--- config.mk ---
export PLATFORM = sky130hd
export DESIGN_NAME = shift_sequencer_flat
export DESIGN_NICKNAME = d
export VERILOG_FILES = /design/src/rtl/shift_sequencer_pkg.sv /design/src/rtl/shift_sequencer_if.sv /design/src/rtl/shift_sequencer.sv /design/src/flat_wrapper.sv
export SDC_FILE = /design/constraint.sdc
export NUM_CORES = 1
export LEC_CHECK = 0
export ABC_AREA = 1
export CELL_PAD_IN_SITES_DETAIL_PLACEMENT = 1
export CELL_PAD_IN_SITES_GLOBAL_PLACEMENT = 1
export CORE_ASPECT_RATIO = 0.5
export CORE_MARGIN = 2
export CORE_UTILIZATION = 46
export CTS_BUF_LIST = sky130_fd_sc_hd__clkbuf_4 sky130_fd_sc_hd__clkbuf_8
export CTS_CLUSTER_SIZE = 25
export DETAILED_ROUTE_END_ITERATION = 7
export DONT_BUFFER_PORTS = 1
export PLACE_DENSITY = 0.84
export SYNTH_ARGS = -nofsm -noshare
export SYNTH_HDL_FRONTEND = slang
export SYNTH_SLANG_ARGS = --single-unit
--- constraint.sdc ---
create_clock -name clk -period 1.6 [get_ports clk]
set_clock_uncertainty 0.1 [all_clocks]
set_input_delay 0.24 -clock clk [delete_from_list [all_inputs] [get_ports clk]]
set_output_delay 0.24 -clock clk [all_outputs]
set_load 0.02 [all_outputs]
--- src/rtl/shift_sequencer_pkg.sv ---
// Shared definitions for the multi-step shift sequencer and the single-step shifter stage.
// Holds the FSM state encoding, shifter select codes and default widths.
package shift_pkg;

    localparam int DEF_WIDTH = 16;
    localparam int DEF_AMT_W = 4;

    localparam logic [1:0] SEL_HOLD  = 2'b00;
    localparam logic [1:0] SEL_RIGHT = 2'b01;
    localparam logic [1:0] SEL_LEFT  = 2'b10;
    localparam logic [1:0] SEL_LOAD  = 2'b11;

    typedef enum logic [2:0] {
        IDLE    = 3'd0,
        LOAD    = 3'd1,
        SHIFT   = 3'd2,
        CAPTURE = 3'd3,
        DONE    = 3'd4
    } state_t;

endpackage

--- src/rtl/shift_sequencer_if.sv ---
// Request/response bundle between a requester and the shift sequencer.
// Requester drives start/dir/amount/operand; sequencer returns ready/done/result.
interface shift_sequencer_if #(
    parameter int WIDTH = 16,
    parameter int AMT_W = 4
);
    logic             start;
    logic             dir;
    logic [AMT_W-1:0] amount;
    logic [WIDTH-1:0] operand;
    logic             ready;
    logic             done;
    logic [WIDTH-1:0] result;

    modport master (
        output start, dir, amount, operand,
        input  ready, done, result
    );

    modport slave (
        input  start, dir, amount, operand,
        output ready, done, result
    );
endinterface

--- src/rtl/shift_sequencer.sv ---
// Drives a single-step shifter through load + N shift steps, then returns the value with a done pulse.
// Latency N+3 cycles from accept; ready only in IDLE, start while busy is dropped.
import shift_pkg::*;

module shift_sequencer #(
    parameter int WIDTH = DEF_WIDTH,
    parameter int AMT_W = DEF_AMT_W
) (
    input  logic                clk,
    input  logic                rst,
    shift_sequencer_if.slave    bus,
    output logic [1:0]          sh_sel,
    output logic [WIDTH-1:0]    sh_data,
    input  logic [WIDTH-1:0]    sh_result
);

    state_t           state;
    logic [AMT_W-1:0] cnt;
    logic [AMT_W-1:0] amt_q;
    logic             dir_q;
    logic [WIDTH-1:0] op_q;
    logic             done_q;
    logic [WIDTH-1:0] result_q;
    logic             ready_c;

    always_ff @(posedge clk or negedge rst) begin
        if (!rst) begin
            state    <= IDLE;
            cnt      <= '0;
            amt_q    <= '0;
            dir_q    <= 1'b0;
            op_q     <= '0;
            done_q   <= 1'b0;
            result_q <= '0;
        end else begin
            done_q <= 1'b0;
            case (state)
                IDLE: begin
                    if (bus.start) begin
                        op_q  <= bus.operand;
                        dir_q <= bus.dir;
                        amt_q <= bus.amount;
                        state <= LOAD;
                    end
                end
                LOAD: begin
                    cnt   <= amt_q;
                    state <= (amt_q == '0) ? CAPTURE : SHIFT;
                end
                SHIFT: begin
                    // Zero amounts never reach here, so cnt cannot underflow.
                    cnt <= cnt - 1'b1;
                    if (cnt == AMT_W'(1)) state <= CAPTURE;
                end
                CAPTURE: begin
                    result_q <= sh_result;
                    done_q   <= 1'b1;
                    state    <= DONE;
                end
                DONE: begin
                    state <= IDLE;
                end
                default: begin
                    state <= IDLE;
                end
            endcase
        end
    end

    // Decoded from state only; sh_result feedback is itself a register.
    always_comb begin
        ready_c = 1'b0;
        sh_sel  = SEL_HOLD;
        sh_data = '0;
        case (state)
            IDLE: ready_c = 1'b1;
            LOAD: begin
                sh_sel  = SEL_LOAD;
                sh_data = op_q;
            end
            SHIFT: begin
                sh_sel  = dir_q ? SEL_LEFT : SEL_RIGHT;
                sh_data = sh_result;
            end
            default: ;
        endcase
    end

    assign bus.ready  = ready_c;
    assign bus.done   = done_q;
    assign bus.result = result_q;

endmodule

--- src/flat_wrapper.sv ---
// flat-port wrapper written by rule: the top's interface ports become plain ports
module shift_sequencer_flat 
#(
    parameter int WIDTH = DEF_WIDTH,
    parameter int AMT_W = DEF_AMT_W
)
  (clk, rst, sh_sel, sh_data, sh_result, bus_start, bus_dir, bus_amount, bus_operand, bus_ready, bus_done, bus_result);
  shift_sequencer_if #(.WIDTH(WIDTH), .AMT_W(AMT_W)) bus_i ();
  input  logic clk;
  input  logic rst;
  output logic [1:0] sh_sel;
  output logic [WIDTH-1:0] sh_data;
  input  logic [WIDTH-1:0] sh_result;
  input wire logic [$bits(bus_i.start)-1:0] bus_start;
  input wire logic [$bits(bus_i.dir)-1:0] bus_dir;
  input wire logic [$bits(bus_i.amount)-1:0] bus_amount;
  input wire logic [$bits(bus_i.operand)-1:0] bus_operand;
  output wire logic [$bits(bus_i.ready)-1:0] bus_ready;
  output wire logic [$bits(bus_i.done)-1:0] bus_done;
  output wire logic [$bits(bus_i.result)-1:0] bus_result;
  assign bus_i.start = bus_start;
  assign bus_i.dir = bus_dir;
  assign bus_i.amount = bus_amount;
  assign bus_i.operand = bus_operand;
  assign bus_ready = bus_i.ready;
  assign bus_done = bus_i.done;
  assign bus_result = bus_i.result;
  shift_sequencer #(.WIDTH(WIDTH), .AMT_W(AMT_W)) u_core (.clk(clk), .rst(rst), .bus(bus_i), .sh_sel(sh_sel), .sh_data(sh_data), .sh_result(sh_result));
endmodule
==> impl_summary.txt, run 1 <==
----------------------------------------------------
[Global routing]
  Overall overflow remaining after global route ... 0
  Number of global-route vias before repair ... 2,164
  Largest net degree at the start of global routing ... 46
  First-pass GRT wire length ... 11,810 um
  Initial antenna violation count ... 0
  Combined global-route utilization of all metal layers ... 31.52%

[Route]
  Pre-antenna DRT Iters ... 4
  Routed len/inst ... 25.66 um
  Detailed router's first-iteration violation count ... 149
  Via density ... 6.010
  Total vias in the final route ... 2,308
  Remaining design rule violation count ... 0
  Number of routed nets with antenna violations ... 0
  Wire length reported by the detailed router ... 9854 um

[Worst hold path]
  Hold EP ... u_core.op_q[14]
  Class of the tightest hold or removal check ... input port to flop
  Number of stages on the worst hold path ... 2
  Origin of the worst min-delay path ... bus_operand[14]

[Floorplan]
  Die Span Y ... 51.40 um
  Core Region ... 4360 um^2
  Initial standard-cell utilization of the core ... 47.40%
  Die Footprint ... 5078 um^2
  I/O pin total ... 76
  X dimension of the die ... 98.80 um
  Total number of placement rows ... 17

[Timing]
  Worst-case setup margin in the final layout ... -0.3328 ns
  Worst slew pin tran ... 0.6888 ns
  Post-layout minimum cycle time ... 1.933 ns
  Count of pins over their slew limit ... 0
  Unrepaired setup endpoints after global routing ... yes
  Maximum achievable frequency ... between 0.5 and 0.6 GHz
  Relative slew slack ... 53.93%
  Fin Hold WS ... 0.01546 ns
  Share of the clock period used by the worst path after layout ... 120.8%
  Finish-stage setup viols ... 30
  Hold Violations, Final ... 0

[Clocking]
  CTS tree ... done
  Number of buffers inserted during clock tree synthesis ... 5
  H-Tree Level Count ... 2
  Clock-pin slew on the worst setup and hold paths ... 0.09 ns
  Number of buffers on the longest clock path ... 2
  Clk sink count ... 45
  Clk Latency, worst-skew pair ... around 0.30 ns
  Root Driver ... clkbuf_8

[Worst setup path]
  Crit path max fanout ... 8
  Kind of start point of the critical path ... flop
  RR Endpoint ... u_core.op_q[9]
  Critical path required time ... 1.26 ns
  R2r setup slk ... -0.22 ns
  Worst EP arrival ... 1.59 ns
  Crit Reg-Reg Startpoint ... u_core.state[1]
  Number of cells on the worst reg-to-reg path ... 6
  Element type at the critical path end ... output port
  Setup CP Type ... flop to output port

[Power and ir drop]
  Switching power summed over all nets ... 0.003753 W
  Total power density per cell area ... roughly 2400 nW/um^2
  Leakage component of the power ... 1.591 nW
  Proportion of power drawn by the clock network ... 10.1%
  Part of the total power dissipated in combinational logic ... 55.9%
  Sw frac ... 51.09%
  Sequential share of power ... between 30% and 40%
  P_int ... roughly 0.0036 W
  Worst vdd rail ir drop ... 0.001226 V
  Design Power ... 0.007346 W

[Place]
  Number of I/O port buffers ... 0
  Placer congestion estimate ... 0.7509
  Detail Placement HPWL ... 3941 um

[Synthesis]
  Mapped Cells ... 259
  Synth warn ... 0
  Number of distinct standard cells referenced by the synthesized netlist ... 19
  Avg Synthesized Cell Area ... between 7 and 8 um^2
  Synthesized flop and latch total ... 45
  Fraction of the yosys area taken by sequential cells ... 54.48%
  Synth Net Count ... 301
  Synthesized cell area ... 2067 um^2

[Flow run]
  Maxcap violations ... 0

[Cells and area]
  Number of nets in the final layout ... 368
  Layout cell share with drive strength beyond 1 ... 25.99%
  Fillcell total ... approximately 490
  Layout area overhead ... 48.49%
  Number of diodes ... 0
  Fin util ... between 70 and 80%

[Run status]
  Status ... finished with violations
  Failing checks ... setup timing

----------------------------------------------------
[cells in the mapped netlist (all sizes together)]
cell / instances / area (um^2)
buf: 7 / 37.54
xnor2: 1 / 8.760
nand2: 94 / 355.3
inv: 32 / 120.1
nor2: 5 / 23.77
nand3: 27 / 145.1
clkbuf: 5 / 18.77
ha: 2 / 25.02
or2: 1 / 6.260
dfrtp: 45 / 1126
a21oi: 1 / 5.000
o21ai: 38 / 190.2
nor3: 1 / 5.000
[logic make-up (layout without fill, tap and decap cells)]
group                    Yosys count  in the layout  share of synthesized area [%]
adder cells (fa/ha/maj)            2              2                          1.210
XOR/XNOR                           1              1                         0.4238
AND/OR/NAND/NOR                  128            128                          25.91
buffers and inverters             44            112                          8.535
flip-flops                        45             45                          54.48
AO/OA/AOI/OAI                     39             39                          9.443
[critical path, cell delays in order (launching register included)]
cell	delay, ns
dfrtp_1	0.47
buf_6	0.16
nand3_4	0.14
clkbuf_16	0.21
o21ai_2	0.16
buf_6	0.14
[layer usage]
metal | global-route usage [%] | part of all wire (%)
met5 | 0 | 0
met4 | 7.991 | 3.8
met3 | 8.071 | 6.1
met2 | 56.76 | 49
met1 | 38.47 | 41
[per-stage QoR]
stage	cell area (um^2)	cells	setup slack [ns]	TNS (ns)
global placement	2270	329	0.1295	0
floorplan	2067	259	0.06787	0
CTS	2804	374	-0.1443	-3.169
finish	3069	384	-0.3328	-5.782
detailed placement	2270	329	0.03753	0
global route	3069	384	-0.3300	-6.715
[cells in the final DEF, fill, tap and decap left out]
cell type	instances
clkbuf_4	1
ha_1	2
inv_2	2
clkbuf_8	5
nand2_1	87
inv_8	2
buf_4	17
nand2_2	4
clkinv_2	2
buf_6	19
nor3_1	1
nor2_1	3
nand3_4	2
xnor2_1	1
dlygate4sd3_1	30
dfrtp_2	2
o21ai_1	18
buf_12	1
a21oi_1	1
inv_4	3
nor2_4	2
o21ai_2	13
o21ai_0	3
or2_1	1
o21ai_4	4
buf_16	1
inv_1	27
buf_2	1
dfrtp_1	43
nand2_4	3
nand3_1	25
clkbuf_16	1
[what timing repair did]
item	4_1_cts	5_1_grt
gates cloned	1	3
hold buffers	30	1
endpoints found under the setup margin	19	58
resized for setup	23	44
endpoints found under the hold margin	72	2
pin swaps	1	3
setup buffers	6	6
[worst max path at each step]
stage,startpoint,end,slack [ns],cells after the start
2_1_floorplan,u_core.state[1],sh_data[10],0.07,6
3_3_place_gp,u_core.state[1],u_core.bus.result[7],0.13,4
3_5_place_dp,u_core.state[1],u_core.bus.result[5],0.04,3
4_1_cts,u_core.state[1],sh_data[0],-0.14,5
5_1_grt,u_core.state[1],sh_data[8],-0.33,5
6_report,u_core.state[1],sh_data[8],-0.33,5
[layout make-up]
cell class	count	area, um^2	share of cell area [%]
clock inverters	2	10.01	0.3261
repair inverters	2	17.52	0.5707
inverters	32	132.6	4.321
multi-input cells	170	913.4	29.76
well taps	57	71.32	2.324
repair buffers	70	719.4	23.44
flip-flops and latches	45	1129	36.77
clock buffers	6	76.32	2.487
[state kept, by name, summed over array words and instances (netlist names)]
signal	count
u_core.bus.done	1
u_core.cnt	4
u_core.dir_q	1
u_core.state	3
u_core.amt_q	4
u_core.op_q	16
u_core.bus.result	16
[power groups by stage]
stage | clock network, W | logic, W | registers [W]
after global routing | 0.000781 | 0.00432 | 0.00252
after floorplan | 0 | 0.00175 | 0.00225
final | 0.000742 | 0.00411 | 0.00250
after CTS | 0.000728 | 0.00296 | 0.00240
after detailed placement | 0 | 0.00253 | 0.00239
after global placement | 0 | 0.00238 | 0.00235
Note: power is estimated with default switching activity, not from simulation.
==> inputs of run 2 (changes only) <==
Settings changed: TNS_END_PERCENT set to 10.
==> run 2 against run 1 <==
  * The run ends with hold timing, setup timing left
  * Wire length increased by 2.7%
  * Sequential share of layout area shrank 0.17 points
  * Utilization is 0.26 points higher
  * First-iteration DRC count fell by 10%
  * Critical path depth unchanged
  * Non-clock buffer count is 5 lower
  * Register-to-register slack better by 0.17 ns
  * Critical endpoint is now sh_data[10]
==> impl_summary.txt, run 2 (synthesis results as in run 1) <==
----------------------------------------------------
[Run status]
  Status ... finished with violations
  Failing checks ... hold timing, setup timing

[Cells and area]
  Post-route non-filler standard cell count ... 379 (-1.3%)
  Most common cell after layout, fill and taps aside ... nand2_1
  Fin util ... 70.65% (+0.26 points)
  Number of nets in the final layout ... 363 (-1.4%)
  Most frequent cells in the layout ... nand2_1 (83), dfrtp_1 (44), dlygate4sd3_1 (30)
  Layout cell share with drive strength beyond 1 ... 25.78% (-0.22 points)
  Layout area overhead ... 49.03%
  Number of diodes ... 0 (unchanged)

[Global routing]
  Met2 layer usage reported by global route ... 58.00% (+1.2 points)
  Number of global-route vias before repair ... 2,201 (+1.7%)
  Overall overflow remaining after global route ... 0 (unchanged)
  First-pass GRT wire length ... 12,250 um (+3.7%)
  M1 GR Usage ... 38.93% (+0.46 points)
  Initial antenna violation count ... 0 (unchanged)
  GR met3 Demand/Resource ... 7.524% (-0.55 points)
  Combined global-route utilization of all metal layers ... 32.41% (+0.89 points)
  Largest net degree at the start of global routing ... 46 (unchanged)
  Global routing's busiest layer ... met2

[Worst setup path]
  Number of cells on the worst reg-to-reg path ... 7 (+1)
  Critical Path, Cell by Cell ... inv_2 > nand3_4 > clkbuf_16 > o21ai_2 > buf_6
  Worst-path cell with the longest stage delay ... dfrtp_1
  Critical path required time ... 1.26 ns (about the same)
  Slowest stage delay, CP ... 0.45 ns (-0.02 ns)
  Setup CP Type ... flop to output port
  Kind of start point of the critical path ... flop
  Crit path max fanout ... 8 (unchanged)
  Element type at the critical path end ... output port
  Worst EP arrival ... 1.55 ns (-0.04 ns)
  R2r setup slk ... -0.05 ns (+0.17 ns)

[Timing]
  Hold Violations, Final ... 1 (+1)
  Maximum achievable frequency ... 0.5281 GHz (+2.1%)
  Worst-case setup margin in the final layout ... -0.2934 ns (+0.03937 ns)
  Share of the clock period used by the worst path after layout ... 118.3% (-2.5 points)
  Count of pins over their slew limit ... 0 (unchanged)
  Finish-stage setup viols ... 23 (-23%)
  Unrepaired setup endpoints after global routing ... yes
  Post-layout minimum cycle time ... 1.893 ns (-0.03937 ns)
  Setup TNS after final layout ... -4.634 ns (+1.148 ns)
  Relative slew slack ... 49.85% (-4.1 points)
  Worst slew pin tran ... 0.7497 ns (+0.06092 ns)
  Fin Hold WS ... -0.01503 ns (-0.03049 ns)

[Clocking]
  Number of buffers on the longest clock path ... 2 (unchanged)
  Clk Latency, worst-skew pair ... 0.32 ns (+0.02 ns)
  Number of buffers inserted during clock tree synthesis ... 5 (unchanged)
  CTS tree ... done
  Root Driver ... clkbuf_8
  H-Tree Level Count ... 2 (unchanged)
  Clock-pin slew on the worst setup and hold paths ... 0.10 ns (about the same)
  Clk sink count ... 45 (unchanged)

[Power and ir drop]
  Switching power summed over all nets ... 0.003851 W (+2.6%)
  Sequential share of power ... 34.0% (about the same)
  Total power density per cell area ... 2404 nW/um^2 (+0.46%)
  Worst vdd rail ir drop ... 0.001324 V (+7.9%)
  P_int ... 0.003556 W (-1.0%)
  Part of the total power dissipated in combinational logic ... 55.6% (-0.3 points)
  Sw frac ... 51.99% (+0.91 points)
  Leakage component of the power ... 1.574 nW (-1.1%)
  Proportion of power drawn by the clock network ... 10.3% (+0.2 points)

[Route]
  Pre-antenna DRT Iters ... 5 (+1)
  Detailed router's first-iteration violation count ... 134 (-10%)
  Wire length reported by the detailed router ... 10,120 um (+2.7%)
  Routed len/inst ... 26.71 um (+4.1%)
  Number of routed nets with antenna violations ... 0 (unchanged)
  Remaining design rule violation count ... 0 (unchanged)
  Via density ... 5.989 (-0.35%)
  Total vias in the final route ... 2,270 (-1.6%)

[Worst hold path]
  Number of stages on the worst hold path ... 2 (unchanged)
  Class of the tightest hold or removal check ... input port to flop

[Flow run]
  Maxcap violations ... 0 (unchanged)

[Floorplan]
  Initial standard-cell utilization of the core ... 47.40% (unchanged)
  Total number of placement rows ... 17 (unchanged)
  Die Span Y ... 51.40 um (unchanged)
  I/O pin total ... 76 (unchanged)
  Core Region ... 4360 um^2 (unchanged)
  Die Footprint ... 5078 um^2 (unchanged)
  X dimension of the die ... 98.80 um (unchanged)

[Place]
  Number of I/O port buffers ... 0 (unchanged)
  Detail Placement HPWL ... 3941 um (unchanged)
  Cell total after placement ... 329 (unchanged)
  Placer congestion estimate ... 0.7509 (unchanged)

----------------------------------------------------
[run 2: cell count changes in the layout (fill, tap and decap cells not counted), moves of 3 or more]
cell	previous run	this run
buf_4	17	12
nand2_1	87	83
nand2_2	4	8
o21ai_2	13	10
o21ai_4	4	7
[run 2: final cells by class]
type / instances / area, um^2
tap: 57 / 71.32
inverter: 32 / 130.1
fill: 485 / 1280
timing repair buffer: 65 / 688.2
clock inverter: 2 / 10.01
multi-input combinational: 170 / 954.7
sequential: 45 / 1127
clock buffer: 6 / 76.32
timing repair inverter: 2 / 22.52
[run 2: what timing repair did]
action,4_1_cts,5_1_grt
cloned,1,2
setup endpoints to repair,19,26
pin swaps,0,4
hold buffers,30,1
resized for setup,15,60
buffers inserted,3,5
endpoints found under the hold margin,72,1
[run 2: critical path: cells and delay by family, from the launching register on]
family                 cells  cell delay (ns)
buffers and inverters      3             0.49
flip-flops                 1             0.45
AO/OA/AOI/OAI              1             0.16
AND/OR/NAND/NOR            1             0.14
[run 2: path summary, 6_finish.rpt]
kind                                 start               to
min in group asynchronous              rst   u_core.op_q[4]
max in group asynchronous              rst  u_core.state[0]
min                        bus_operand[14]  u_core.op_q[14]
max reg2reg                u_core.state[1]  u_core.amt_q[1]
max                        u_core.state[2]      sh_data[10]
min reg2reg                 u_core.op_q[6]   u_core.op_q[6]
[run 2: layer usage]
metal  vias up  part of all wire, %
met5         -                    0
met1      1144                   38
met4         0                  4.6
met3        45                  8.1
li1        930                    -
met2       151                   49
[run 2: stage by stage]
step / hold slack (ns) / cell area (um^2) / setup slack, ns / power (W)
2_1_floorplan: -0.1556 / 2067 / 0.06787 / 0.003996
3_3_place_gp: -0.1549 / 2270 / 0.1295 / 0.004734
3_5_place_dp: -0.1550 / 2270 / 0.03753 / 0.004918
4_1_cts: 0.001082 / 2755 / -0.1529 / 0.005950
5_1_grt: -0.01428 / 3080 / -0.3109 / 0.007643
6_report: -0.01503 / 3080 / -0.2934 / 0.007407
[run 2: power by group through the flow]
stage	clock network [W]	registers, W	logic (W)
floorplan	0	0.00225	0.00175
global placement	0	0.00235	0.00238
detailed placement	0	0.00239	0.00253
CTS	0.000728	0.00239	0.00283
global route	0.000794	0.00254	0.00431
finish	0.000766	0.00252	0.00412
